### src/rtl/ifu_icd_pkg.sv
// Shared definitions for the S1 IFU I-cache fill assembler: the fill FSM
// states, the array slot and line geometry, and the opcode fields used by
// the CTI predecode.
package ifu_icd_pkg;

    typedef enum logic [1:0] {
        IDLE    = 2'd0,
        COLLECT = 2'd1,
        WRREQ   = 2'd2,
        WRDATA  = 2'd3
    } fill_state_t;

    localparam int SLOT_W     = 34;
    localparam int LINE_W     = 136;
    localparam int LINE_WORDS = 4;

    // Major opcode (data[31:30]) and op2 (data[24:22]) values for predecode
    localparam logic [1:0] OP_00   = 2'b00;
    localparam logic [1:0] OP_01   = 2'b01;
    localparam logic [2:0] OP2_100 = 3'b100;
    localparam logic [2:0] OP2_000 = 3'b000;

endpackage

### src/rtl/ifu_icd_fill_if.sv
// Bundle of the fill request/status, memory return path and I-cache data
// array write port. master = fill assembler, slave = its surroundings.
interface ifu_icd_fill_if
    import ifu_icd_pkg::*;
#(
    parameter int IDX_HI = 11,
    parameter int WAY_W  = 2
);

    logic                fill_start;
    logic [IDX_HI:4]     fill_index;
    logic [WAY_W-1:0]    fill_way;
    logic                busy;
    logic                fill_done;
    logic                fill_err;

    logic                rtn_vld;
    logic [31:0]         rtn_data;
    logic                rtn_err;
    logic                rtn_rdy;

    logic                icd_wrack;
    logic                icd_wrreq_bf;
    logic [IDX_HI:2]     icd_index_bf;
    logic [WAY_W-1:0]    icd_wrway_bf;
    logic [3:0]          icd_worden_bf;
    logic [LINE_W-1:0]   icd_wrdata_i2;

    modport master (
        input  fill_start, fill_index, fill_way,
        input  rtn_vld, rtn_data, rtn_err,
        input  icd_wrack,
        output busy, fill_done, fill_err,
        output rtn_rdy,
        output icd_wrreq_bf, icd_index_bf, icd_wrway_bf, icd_worden_bf, icd_wrdata_i2
    );

    modport slave (
        output fill_start, fill_index, fill_way,
        output rtn_vld, rtn_data, rtn_err,
        output icd_wrack,
        input  busy, fill_done, fill_err,
        input  rtn_rdy,
        input  icd_wrreq_bf, icd_index_bf, icd_wrway_bf, icd_worden_bf, icd_wrdata_i2
    );

endinterface

### src/rtl/ifu_icd_slotfmt.sv
// Formats one 32-bit instruction word into a 34-bit I-cache array slot:
// {parity, cti_predecode, data}. Parity is generated only when
// ICD_FILL_PARITY_EN is defined; otherwise the parity bit is tied to 0.
module ifu_icd_slotfmt
    import ifu_icd_pkg::*;
(
    input  logic [31:0]       data,
    output logic [SLOT_W-1:0] slot
);

    logic [1:0] op;
    logic [2:0] op2;
    logic       pdec;
    logic       par;

    assign op  = data[31:30];
    assign op2 = data[24:22];

    // CALL (op 01) is always a CTI; format-2 (op 00) is a branch unless op2
    // selects SETHI (100) or ILLTRAP (000)
    assign pdec = (op == OP_01) ||
                  ((op == OP_00) && (op2 != OP2_100) && (op2 != OP2_000));

`ifdef ICD_FILL_PARITY_EN
    // Even parity over data plus the predecode bit
    assign par = ^{pdec, data};
`else
    assign par = 1'b0;
`endif

    assign slot = {par, pdec, data};

endmodule

### src/rtl/ifu_icd_fill.sv
// I-cache fill assembler. Captures a fill request, collects four return
// words into a formatted 136-bit line, then issues one full-line write to
// the data array (skipped if any beat carried an error). Every output is
// either a register or a decode of the FSM state.
// Optional feature macro: ICD_FILL_PARITY_EN (slot parity, see slot formatter).
module ifu_icd_fill
    import ifu_icd_pkg::*;
#(
    parameter int IDX_HI = 11,
    parameter int WAY_W  = 2
)(
    input  logic          rclk,
    input  logic          reset_l,
    ifu_icd_fill_if.master bus
);

    fill_state_t       state;
    fill_state_t       state_nxt;
    logic [1:0]        beat_cnt;
    logic              err_flag;
    logic              beat_acc;
    logic              start_acc;
    logic [SLOT_W-1:0] slot;

    assign start_acc = (state == IDLE) && bus.fill_start;
    assign beat_acc  = (state == COLLECT) && bus.rtn_vld;

    ifu_icd_slotfmt u_slotfmt (
        .data (bus.rtn_data),
        .slot (slot)
    );

    // FSM state register
    always_ff @(posedge rclk or negedge reset_l) begin
        if (!reset_l) begin
            state <= IDLE;
        end else begin
            state <= state_nxt;
        end
    end

    // Next-state logic and state-decoded handshake/status outputs
    always_comb begin
        state_nxt         = state;
        bus.busy          = 1'b1;
        bus.rtn_rdy       = 1'b0;
        bus.icd_wrreq_bf  = 1'b0;
        bus.icd_worden_bf = 4'h0;
        bus.fill_done     = 1'b0;
        bus.fill_err      = 1'b0;
        case (state)
            IDLE: begin
                bus.busy = 1'b0;
                if (bus.fill_start) begin
                    state_nxt = COLLECT;
                end
            end
            COLLECT: begin
                bus.rtn_rdy = 1'b1;
                if (bus.rtn_vld && (beat_cnt == 2'd3)) begin
                    state_nxt = (err_flag || bus.rtn_err) ? WRDATA : WRREQ;
                end
            end
            WRREQ: begin
                bus.icd_wrreq_bf  = 1'b1;
                bus.icd_worden_bf = 4'hF;
                if (bus.icd_wrack) begin
                    state_nxt = WRDATA;
                end
            end
            WRDATA: begin
                bus.fill_done = 1'b1;
                bus.fill_err  = err_flag;
                state_nxt     = IDLE;
            end
            default: begin
                state_nxt = IDLE;
            end
        endcase
    end

    // Request capture, beat counting, sticky error and line assembly
    always_ff @(posedge rclk or negedge reset_l) begin
        if (!reset_l) begin
            bus.icd_index_bf  <= '0;
            bus.icd_wrway_bf  <= '0;
            bus.icd_wrdata_i2 <= '0;
            beat_cnt          <= 2'd0;
            err_flag          <= 1'b0;
        end else if (start_acc) begin
            bus.icd_index_bf <= {bus.fill_index, 2'b00};
            bus.icd_wrway_bf <= bus.fill_way;
            beat_cnt         <= 2'd0;
            err_flag         <= 1'b0;
        end else if (beat_acc) begin
            bus.icd_wrdata_i2[int'(beat_cnt)*SLOT_W +: SLOT_W] <= slot;
            beat_cnt <= beat_cnt + 2'd1;
            err_flag <= err_flag | bus.rtn_err;
        end
    end

endmodule

### src/flat_wrapper.sv
// flat-port wrapper written by rule: the top's interface ports become plain ports
module ifu_icd_fill_flat import ifu_icd_pkg::*;
#(
    parameter int IDX_HI = 11,
    parameter int WAY_W  = 2
)
  (rclk, reset_l, bus_fill_start, bus_fill_index, bus_fill_way, bus_rtn_vld, bus_rtn_data, bus_rtn_err, bus_icd_wrack, bus_busy, bus_fill_done, bus_fill_err, bus_rtn_rdy, bus_icd_wrreq_bf, bus_icd_index_bf, bus_icd_wrway_bf, bus_icd_worden_bf, bus_icd_wrdata_i2);
  ifu_icd_fill_if #(.IDX_HI(IDX_HI), .WAY_W(WAY_W)) bus_i ();
  input  logic rclk;
  input  logic reset_l;
  input wire logic [$bits(bus_i.fill_start)-1:0] bus_fill_start;
  input wire logic [$bits(bus_i.fill_index)-1:0] bus_fill_index;
  input wire logic [$bits(bus_i.fill_way)-1:0] bus_fill_way;
  input wire logic [$bits(bus_i.rtn_vld)-1:0] bus_rtn_vld;
  input wire logic [$bits(bus_i.rtn_data)-1:0] bus_rtn_data;
  input wire logic [$bits(bus_i.rtn_err)-1:0] bus_rtn_err;
  input wire logic [$bits(bus_i.icd_wrack)-1:0] bus_icd_wrack;
  output wire logic [$bits(bus_i.busy)-1:0] bus_busy;
  output wire logic [$bits(bus_i.fill_done)-1:0] bus_fill_done;
  output wire logic [$bits(bus_i.fill_err)-1:0] bus_fill_err;
  output wire logic [$bits(bus_i.rtn_rdy)-1:0] bus_rtn_rdy;
  output wire logic [$bits(bus_i.icd_wrreq_bf)-1:0] bus_icd_wrreq_bf;
  output wire logic [$bits(bus_i.icd_index_bf)-1:0] bus_icd_index_bf;
  output wire logic [$bits(bus_i.icd_wrway_bf)-1:0] bus_icd_wrway_bf;
  output wire logic [$bits(bus_i.icd_worden_bf)-1:0] bus_icd_worden_bf;
  output wire logic [$bits(bus_i.icd_wrdata_i2)-1:0] bus_icd_wrdata_i2;
  assign bus_i.fill_start = bus_fill_start;
  assign bus_i.fill_index = bus_fill_index;
  assign bus_i.fill_way = bus_fill_way;
  assign bus_i.rtn_vld = bus_rtn_vld;
  assign bus_i.rtn_data = bus_rtn_data;
  assign bus_i.rtn_err = bus_rtn_err;
  assign bus_i.icd_wrack = bus_icd_wrack;
  assign bus_busy = bus_i.busy;
  assign bus_fill_done = bus_i.fill_done;
  assign bus_fill_err = bus_i.fill_err;
  assign bus_rtn_rdy = bus_i.rtn_rdy;
  assign bus_icd_wrreq_bf = bus_i.icd_wrreq_bf;
  assign bus_icd_index_bf = bus_i.icd_index_bf;
  assign bus_icd_wrway_bf = bus_i.icd_wrway_bf;
  assign bus_icd_worden_bf = bus_i.icd_worden_bf;
  assign bus_icd_wrdata_i2 = bus_i.icd_wrdata_i2;
  ifu_icd_fill #(.IDX_HI(IDX_HI), .WAY_W(WAY_W)) u_core (.rclk(rclk), .reset_l(reset_l), .bus(bus_i));
endmodule
### config.mk
export PLATFORM = sky130hd
export DESIGN_NAME = ifu_icd_fill_flat
export DESIGN_NICKNAME = d
export VERILOG_FILES = /design/src/rtl/ifu_icd_pkg.sv /design/src/rtl/ifu_icd_fill_if.sv /design/src/rtl/ifu_icd_slotfmt.sv /design/src/rtl/ifu_icd_fill.sv /design/src/flat_wrapper.sv
export SDC_FILE = /design/constraint.sdc
export NUM_CORES = 1
export LEC_CHECK = 0
export CELL_PAD_IN_SITES_DETAIL_PLACEMENT = 0
export CELL_PAD_IN_SITES_GLOBAL_PLACEMENT = 1
export CORE_MARGIN = 3
export CORE_UTILIZATION = 39
export CTS_CLUSTER_SIZE = 30
export DETAILED_ROUTE_END_ITERATION = 10
export GPL_TIMING_DRIVEN = 0
export MAX_ROUTING_LAYER = met4
export PLACE_DENSITY_LB_ADDON = 0.1
export REMOVE_ABC_BUFFERS = 1
export SYNTH_ARGS = -nofsm -noshare
export SYNTH_HDL_FRONTEND = slang
export SYNTH_SLANG_ARGS = --single-unit
### constraint.sdc
create_clock -name rclk -period 4.5 [get_ports rclk]
set_clock_uncertainty 0.2 [all_clocks]
set_input_delay 0.9 -clock rclk [delete_from_list [all_inputs] [get_ports rclk]]
set_output_delay 0.9 -clock rclk [all_outputs]
set_load 0.03 [all_outputs]
==> flow_summary.json <==
{
  "maxCapViolations": 0,
  "clock_path_buffers": 2,
  "start_util_pct": 40.0,
  "cts.repair.resized": 0,
  "r2r_cells": 6,
  "grt_use_met1_pct": 32.8,
  "ys.flop_type": "dfrtp_1",
  "syn_inst": 718,
  "chipWidth_um": 142,
  "grt_use_met2_pct": 37.7,
  "crit_slowest_cell": "nand3_2",
  "fin_hold_ws_ns": 0.280,
  "clock-sinks": 151,
  "finalMaxSlewViolations": 0,
  "crit_path_cell_trace": "buf_12 -> inv_1 -> ha_1 -> nand3_2 -> nor3_2 -> a22o_1",
  "grt_max_degree": 87,
  "yosys.area.top_type_share_pct": 52.2,
  "fmax_mhz": 243,
  "rows": 49,
  "final_common_cell": "clkdlybuf4s50_1",
  "final_core_util_pct": 55.1,
  "endpoint_kind": "flop",
  "grt.total_usage_pct": 24.4,
  "hold_viol_final": 0,
  "mostFrequentLayoutCells": "clkdlybuf4s50_1, dfrtp_1, nand2_1, o21ai_1, mux2i_1",
  "seq_area_um2": 3780,
  "routed_via_density": 5.49,
  "grt_util_met3_pct": 5.41,
  "grt-busiest-layer": "met2",
  "clock_latency_ns": 0.42,
  "first_pass_iters": 5,
  "multiInputGateArea_um2": 3140,
  "leakage_nw": 4.20,
  "grt_pass1_vias": 6399,
  "synth_area_leader_cell": "dfrtp_1",
  "clock-root-buffer": "clkbuf_16",
  "setup_viol": 0,
  "num_io_pins": 205,
  "cts.clk_slew.worst_paths_ns": 0.06,
  "yosysSeqAreaShare_pct": 52.2,
  "dp_hpwl_mm": 16.5,
  "required_ns": 4.66,
  "post-route-period-util_pct": 91.6,
  "postCtsSetupRepairBufs": 0,
  "wire_per_inst_um": 21.0,
  "cts_tree": "yes",
  "cts_buffers": 17,
  "syn_area_um2": 7240,
  "gp_congestion": 0.816,
  "ys_types": 66,
  "worst_ep_arrival_time_ns": 4.28,
  "min_period_ns": 4.12,
  "ys_ff_latch": 151,
  "min_delay_path_depth": 2,
  "avgSynthCellArea_um2": 10.1,
  "criticalPathCategory": "reg2reg",
  "dp.cells": 1098,
  "antenna_found_initial": 0,
  "nFillCells": 1561,
  "antenna_left": 0,
  "slew_headroom_pct": 22.1,
  "crit_cells": 6,
  "tightestPinTransition_ns": 1.17,
  "cp_top_family": "simple AND/OR/NAND/NOR gates",
  "grt_pass1_wl_mm": 37.0,
  "htree_num_levels": 4,
  "dieArea_um2": 20200,
  "dp_slack_ns": 0.187,
  "layout-area-overhead-vs-synth_pct": 37.7,
  "fp.coreArea_um2": 18100,
  "critPathLaunchType": "flop",
  "setup_ws_ns": 0.380,
  "min-delay-path-class": "reg2reg",
  "grt_setup_unrepaired": "false",
  "final_cells": 1129,
  "gr-total-overflow": 0,
  "crit_fanout": 37,
  "diodes": 0,
  "io_buffers": 202,
  "run_status": "finished clean",
  "fin_nets": 946,
  "die_h_um": 142,
  "slowest_delay_ns": 1.00,
  "drt_iter0_drc": 513,
  "peakVddDrop_v": 0.000571,
  "setup-tns-final_ns": 0,
  "wirelength_mm": 23.7,
  "async_reset_ff_share_pct": 100,
  "powerDensity_nw_per_um2": 764,
  "synth_area_leaders": "dfrtp_1, mux2i_1, nand2_1",
  "yosysWarnings": 0,
  "remaining_drc_errors": 0,
  "drive_gt1_share_pct": 8.22,
  "vias": 6195,
  "synth_edf_count": 0,
  "path_buf_inv": 2,
  "cts_hold_buffers": 0
}
==> stage by stage <==
stage,total power [mW],cell area [um^2]
after detailed placement,6.18,9360
final,7.62,9970
after floorplan,4.52,6950
after global routing,8.04,9970
after global placement,6.09,9250
after CTS,7.66,9970
==> report_power, final <==
group / total (mW) / leakage [nW] / switching (mW) / internal, mW
Clock: 1.47 / 0.288 / 0.570 / 0.899
Combinational: 4.07 / 1.89 / 2.52 / 1.55
Sequential: 2.08 / 2.02 / 0.292 / 1.79
Total: 7.62 / 4.20 / 3.38 / 4.23
==> cell type report <==
cell class / count / share of cell area [%]
flip-flops and latches: 151 / 37.9
clock buffers: 20 / 4.58
well taps: 229 / 2.87
inverters: 11 / 0.414
multi-input cells: 500 / 31.5
repair buffers: 207 / 21.2
clock inverters: 11 / 1.49
==> path summary, 6_finish.rpt <==
path | from | endpoint | slack [ns]
min in group asynchronous | reset_l | u_core.bus.icd_wrdata_i2[80] | 0.33
worst min register to register | u_core.bus.icd_wrdata_i2[108] | u_core.bus.icd_wrdata_i2[108] | 0.28
max in group asynchronous | reset_l | u_core.bus.icd_wrdata_i2[31] | 2.96
worst min-delay path | u_core.bus.icd_wrdata_i2[108] | u_core.bus.icd_wrdata_i2[108] | 0.28
worst max-delay path | u_core.beat_cnt[0] | u_core.bus.icd_wrdata_i2[91] | 0.38
worst max register to register | u_core.beat_cnt[0] | u_core.bus.icd_wrdata_i2[91] | 0.38
==> state kept, by name (all words and copies together) (netlist names) <==
register                  cells
u_core.beat_cnt               2
u_core.bus.icd_index_bf       8
u_core.bus.icd_wrway_bf       2
u_core.err_flag               1
u_core.bus.icd_wrdata_i2    136
u_core.state                  2
==> per-layer routing <==
metal | wire length, um | vias to the layer above
li1 | - | 2905
met1 | 10600 | 3077
met2 | 11300 | 191
met3 | 1460 | 22
met4 | 327 | 0
met5 | 0 | -
==> worst register-to-register path: cells and delay by family, from the launching register on <==
family | cells | cell delay [ns]
flip-flops | 1 | 0.63
adder cells (fa/ha/maj) | 1 | 0.72
buffers and inverters | 2 | 0.56
AND/OR/NAND/NOR | 2 | 1.73
AO/OA/AOI/OAI | 1 | 0.22
==> synthesized netlist by cell type (all sizes together), types with 3 or more instances <==
library cell / count
buf: 33
a21oi: 21
a221o: 3
and2: 3
or3: 4
o31ai: 10
nor2: 43
nand4: 5
a22oi: 3
nand2b: 7
nand2: 124
inv: 11
a221oi: 13
mux2i: 48
clkbuf: 24
o22ai: 5
a32oi: 3
dfrtp: 151
mux2: 21
o21ai: 101
ha: 10
a22o: 16
and3: 4
nand3: 9
nor3: 10
a211o: 6
==> cell families after synthesis <==
family | Yosys count | synth area share [%]
other cells | 1 | 0.0518
compound gates | 200 | 17.5
simple gates | 217 | 13.4
flops | 151 | 52.2
fa+ha+maj | 10 | 1.73
xor+xnor | 1 | 0.121
buf+inv | 68 | 4.68
mux | 70 | 10.3
No activity file was read; power rests on OpenSTA's default activity.
